$ cat src/rtl/shift_sequencer.sv
// Multi-pass sequencer around an 8-bit combinational barrel shifter.
// Each command runs as passes of up to MAX_STEP bits; overflow is sticky for the whole command.

module barrel_shifter (
    input  logic [7:0] a,
    input  logic [2:0] s,
    input  logic [2:0] opcode,
    output logic [7:0] y,
    output logic       overflow
);
    logic [3:0] s_p1;
    logic [3:0] s_inv;
    logic [7:0] lost_mask;
    logic [7:0] asl_mask;
    logic [7:0] asl_bits;

    assign s_p1      = {1'b0, s} + 4'd1;
    assign s_inv     = 4'd8 - {1'b0, s};
    assign lost_mask = ~(8'hFF >> s);
    // Arithmetic left keeps the sign only if the top s+1 bits all agree.
    assign asl_mask  = ~(8'hFF >> s_p1);
    assign asl_bits  = a & asl_mask;

    always_comb begin
        y        = a;
        overflow = 1'b0;
        case (opcode)
            3'b000: begin
                y        = a << s;
                overflow = (asl_bits != 8'h00) && (asl_bits != asl_mask);
            end
            3'b001: begin
                y        = a << s;
                overflow = |(a & lost_mask);
            end
            3'b010:  y = (a << s) | (a >> s_inv);
            3'b100:  y = $signed(a) >>> s;
            3'b101:  y = a >> s;
            3'b110:  y = (a >> s) | (a << s_inv);
            default: y = a;
        endcase
    end
endmodule

module shift_sequencer #(
    parameter int MAX_STEP = 7
) (
    input  logic       clk,
    input  logic       rst_n,
    input  logic       in_valid,
    output logic       in_ready,
    input  logic [7:0] in_data,
    input  logic [4:0] in_amt,
    input  logic [2:0] in_opcode,
    output logic       out_valid,
    input  logic       out_ready,
    output logic [7:0] out_data,
    output logic       out_overflow,
    output logic       out_err,
    output logic       busy
);
    localparam logic [2:0] STEP_MAX = 3'(MAX_STEP);

    typedef enum logic [1:0] {
        IDLE  = 2'd0,
        SHIFT = 2'd1,
        DONE  = 2'd2
    } state_t;

    state_t     state_q, state_d;
    logic [7:0] data_q;
    logic [2:0] op_q;
    logic [4:0] rem_q;
    logic       ovf_q;
    logic       err_q;

    logic       reserved;
    logic [4:0] eff_amt;
    logic [2:0] step;
    logic [4:0] rem_next;
    logic [7:0] shift_y;
    logic       shift_ovf;
    logic       accept;

    assign reserved = (in_opcode[1:0] == 2'b11);
    always_comb begin
        eff_amt = in_amt;
        if (reserved)
            eff_amt = 5'd0;
        else if (in_opcode[1])
            eff_amt = {2'b00, in_amt[2:0]};
    end

    assign step     = (rem_q > {2'b00, STEP_MAX}) ? STEP_MAX : rem_q[2:0];
    assign rem_next = rem_q - {2'b00, step};
    assign accept   = in_valid && in_ready;

    barrel_shifter u_shifter (
        .a        (data_q),
        .s        (step),
        .opcode   (op_q),
        .y        (shift_y),
        .overflow (shift_ovf)
    );

    always_comb begin
        state_d   = state_q;
        in_ready  = 1'b0;
        out_valid = 1'b0;
        case (state_q)
            IDLE: begin
                in_ready = 1'b1;
                if (in_valid)
                    state_d = (eff_amt != 5'd0) ? SHIFT : DONE;
            end
            SHIFT: begin
                if (rem_next == 5'd0)
                    state_d = DONE;
            end
            DONE: begin
                out_valid = 1'b1;
                if (out_ready)
                    state_d = IDLE;
            end
            default: state_d = IDLE;
        endcase
    end

    always_ff @(posedge clk or negedge rst_n) begin
        if (!rst_n) begin
            state_q <= IDLE;
            data_q  <= 8'h00;
            op_q    <= 3'b000;
            rem_q   <= 5'd0;
            ovf_q   <= 1'b0;
            err_q   <= 1'b0;
        end else begin
            state_q <= state_d;
            if (accept) begin
                data_q <= in_data;
                op_q   <= in_opcode;
                rem_q  <= eff_amt;
                ovf_q  <= 1'b0;
                err_q  <= reserved;
            end else if (state_q == SHIFT) begin
                data_q <= shift_y;
                rem_q  <= rem_next;
                ovf_q  <= ovf_q | shift_ovf;
            end
        end
    end

    assign out_data     = data_q;
    assign out_overflow = ovf_q;
    assign out_err      = err_q;
    assign busy         = (state_q != IDLE);
endmodule
$ cat config.mk
export PLATFORM = sky130hd
export DESIGN_NAME = shift_sequencer
export DESIGN_NICKNAME = d
export VERILOG_FILES = /design/src/rtl/shift_sequencer.sv
export SDC_FILE = /design/constraint.sdc
export NUM_CORES = 1
export LEC_CHECK = 0
export BUFFER_PORTS_ARGS = -buffer_cell sky130_fd_sc_hd__buf_2
export CORE_UTILIZATION = 59
export CTS_CLUSTER_SIZE = 12
export DETAILED_ROUTE_END_ITERATION = 7
export PLACE_DENSITY = 0.82
export SYNTH_ARGS = -nofsm -noshare
export SYNTH_HDL_FRONTEND = slang
export SYNTH_SLANG_ARGS = --single-unit
$ cat constraint.sdc
create_clock -name clk -period 7.2 [get_ports clk]
set_input_delay 1.44 -clock clk [delete_from_list [all_inputs] [get_ports clk]]
set_output_delay 1.44 -clock clk [all_outputs]
set_load 0.05 [all_outputs]
==> out/results.ini <==
[run_status]
status = finished, final reports clean

[route]
vias = 2872
dr.pass1.iters = 6
drc = 0
finalWirelength_um = 8427
drtIter0Drc = 658
postRouteAntennaNets = 0
wl_per_cell_um = 22.29
avgViaCountPerCell = 7.598

[min_path]
worstHoldStart = out_err
hold_class = reg2reg
hold_depth = 2
hold_end = out_err

[placed_design]
io_buffers = 32
routabilityCongestion = 1.012
place_inst = 374
pre_cts_slack_ns = 3.816
dpl.hpwl_um = 5817

[clock_tree]
cts_setup_buffers = 0
clk_path_buf_depth = 2
cts-resized-gates = 0
clk_pin_slew_ns = 0.09
numCtsBuffers = 3
htreeDepth = 1
root_buffer = clkbuf_8
clkLatencyLatePin_ns = 0.27
cts_tree = built
hold_buffers = 0
cts_sinks = 20

[synthesis]
yosys-top-cells-area = dfrtp_1, a21oi_1, nand2_1
synth-main-ff-cell = dfrtp_1
ys_types = 57
yosys.area.top_type = dfrtp_1
synth_warnings = 0
synth_top_area_share_pct = 21.37
synth-seq-area-share_pct = 21.37
yosys-top-cells-count = nand2_1, a21oi_1, nor2_1
syn_inst = 321
ys_seq_elements = 20
synthesis.nets = 344
syn_avg_cell_area_um2 = 7.297
async_flop_share_pct = 100.0
synth_most_common_cell = nand2_1
synth_edf_count = 0
syn-cell-area_mm2 = 0.002342

[sta]
fin_ws_ns = 3.651
finalSetupTns_ns = 0
setup_viol = 0
slew_viol_final = 0
worst_pin_slew_ns = 1.034
clock_skew_ns = 0.003525
rsz0062_at_grt = false
period_minus_slack_ns = 3.549
min_period_over_period_pct = 49.29
relSlewSlack_pct = 30.89
finalHoldViolCount = 0
timing.fmax_mhz = 281.8

[floorplan]
die-width_um = 65.01
die_y_um = 65.01
initial_core_util_pct = 62.57
rows = 22
die_area_mm2 = 0.004226
core_mm2 = 0.003744
ios = 33

[grt]
antenna_found_initial = 0
grt_pass1_vias = 2518
grt_max_degree = 24
grt_use_total_pct = 41.90
grt_pass1_wl_um = 13260
gr-total-overflow = 0

[critical_path]
cp-startpoint = rem_q[4]
required_ns = 7.34
ff2ff_path_depth = 8
r2r_slack_ns = 3.65
path_max_fanout = 18
rr_endpoint = out_data[4]
critPathArrivalTime_ns = 3.69
worstSetupEndpointType = flop
rr_startpoint = rem_q[4]
start_kind = flop
critPathKind = reg2reg

[final_layout]
areaGrowthSynthToFinish_pct = 7.746
post-route-util_pct = 67.41
fill_cells = 328
antenna_cells = 0
drive_gt1_share_pct = 16.36
final_nets = 354
finalNonFillerCells = 378

[run]
max-cap-violations = 0

## cell type report
| cell class | instances | area, um^2 | share of cell area (%) |
|---|---|---|---|
| inverter | 14 | 55.05 | 2.181 |
| clock buffer | 3 | 41.29 | 1.636 |
| timing repair buffer | 33 | 167.7 | 6.644 |
| clock inverter | 1 | 30.03 | 1.190 |
| tap | 48 | 60.06 | 2.380 |
| sequential | 20 | 500.5 | 19.83 |
| multi-input combinational | 259 | 1669 | 66.14 |
## layout by cell type (no fill, tap or decap), types with 3 or more instances in the layout
| cell | count |
|---|---|
| ha_1 | 3 |
| mux2_2 | 4 |
| clkbuf_8 | 3 |
| a211oi_1 | 13 |
| nor2b_1 | 8 |
| a32oi_1 | 4 |
| nand3b_1 | 4 |
| o21ai_0 | 24 |
| nor4_1 | 3 |
| nor2_1 | 27 |
| a21boi_0 | 3 |
| dfrtp_1 | 20 |
| inv_1 | 12 |
| a221oi_1 | 3 |
| a311oi_1 | 3 |
| a211o_1 | 4 |
| nand2_1 | 33 |
| nand2b_1 | 4 |
| mux2i_1 | 5 |
| nand3_1 | 8 |
| or4b_2 | 3 |
| buf_2 | 32 |
| nor3_1 | 7 |
| a31oi_1 | 7 |
| a22oi_1 | 4 |
| o31ai_1 | 8 |
| o22ai_1 | 8 |
| a21oi_1 | 29 |
| a2bb2oi_1 | 3 |
| o211ai_1 | 4 |
## critical path, cell delays in order (launching register included)
cell       delay [ns]
dfrtp_1          0.72
or3_1            0.50
inv_1            0.40
ha_1             0.62
a21oi_1          0.11
nand2_1          0.28
nor2b_1          0.09
a2111oi_0        0.52
o21ai_0          0.17
## how the worst max path moves through the flow
stage	to	slack [ns]
after floorplan	busy	4.04
after global placement	out_data[7]	3.87
after detailed placement	out_data[7]	3.82
after CTS	out_data[7]	3.78
after global routing	out_data[4]	3.48
final	out_data[4]	3.65
## through the flow
step | hold WS, ns | instance area (um^2)
detailed placement | 0.4688 | 2452
CTS | 0.4900 | 2524
floorplan | 0.5132 | 2342
global route | 0.5284 | 2524
global placement | 0.4570 | 2452
finish | 0.4896 | 2524
## metal layers
layer	global-route usage (%)	vias to the layer above	routed length, um
met4	12.78	0	408
li1	-	1243	-
met5	0	-	0
met3	8.803	55	1288
met2	61.07	290	3433
met1	61.07	1284	3297
## kinds of logic after synthesis
group	Yosys count	synth area share (%)
simple gates	111	24.47
buf+inv	42	7.372
flops	20	21.37
mux	13	7.692
fa+ha+maj	3	1.603
compound gates	132	37.50
## registers in the layout (all words and copies together), names as in the netlist
name          cells
op_q              3
out_data          8
out_err           1
out_overflow      1
rem_q             5
state_q           2
Power is not shown: default switching activity piles up to over one toggle a cycle in this logic, so the estimate is an artifact.
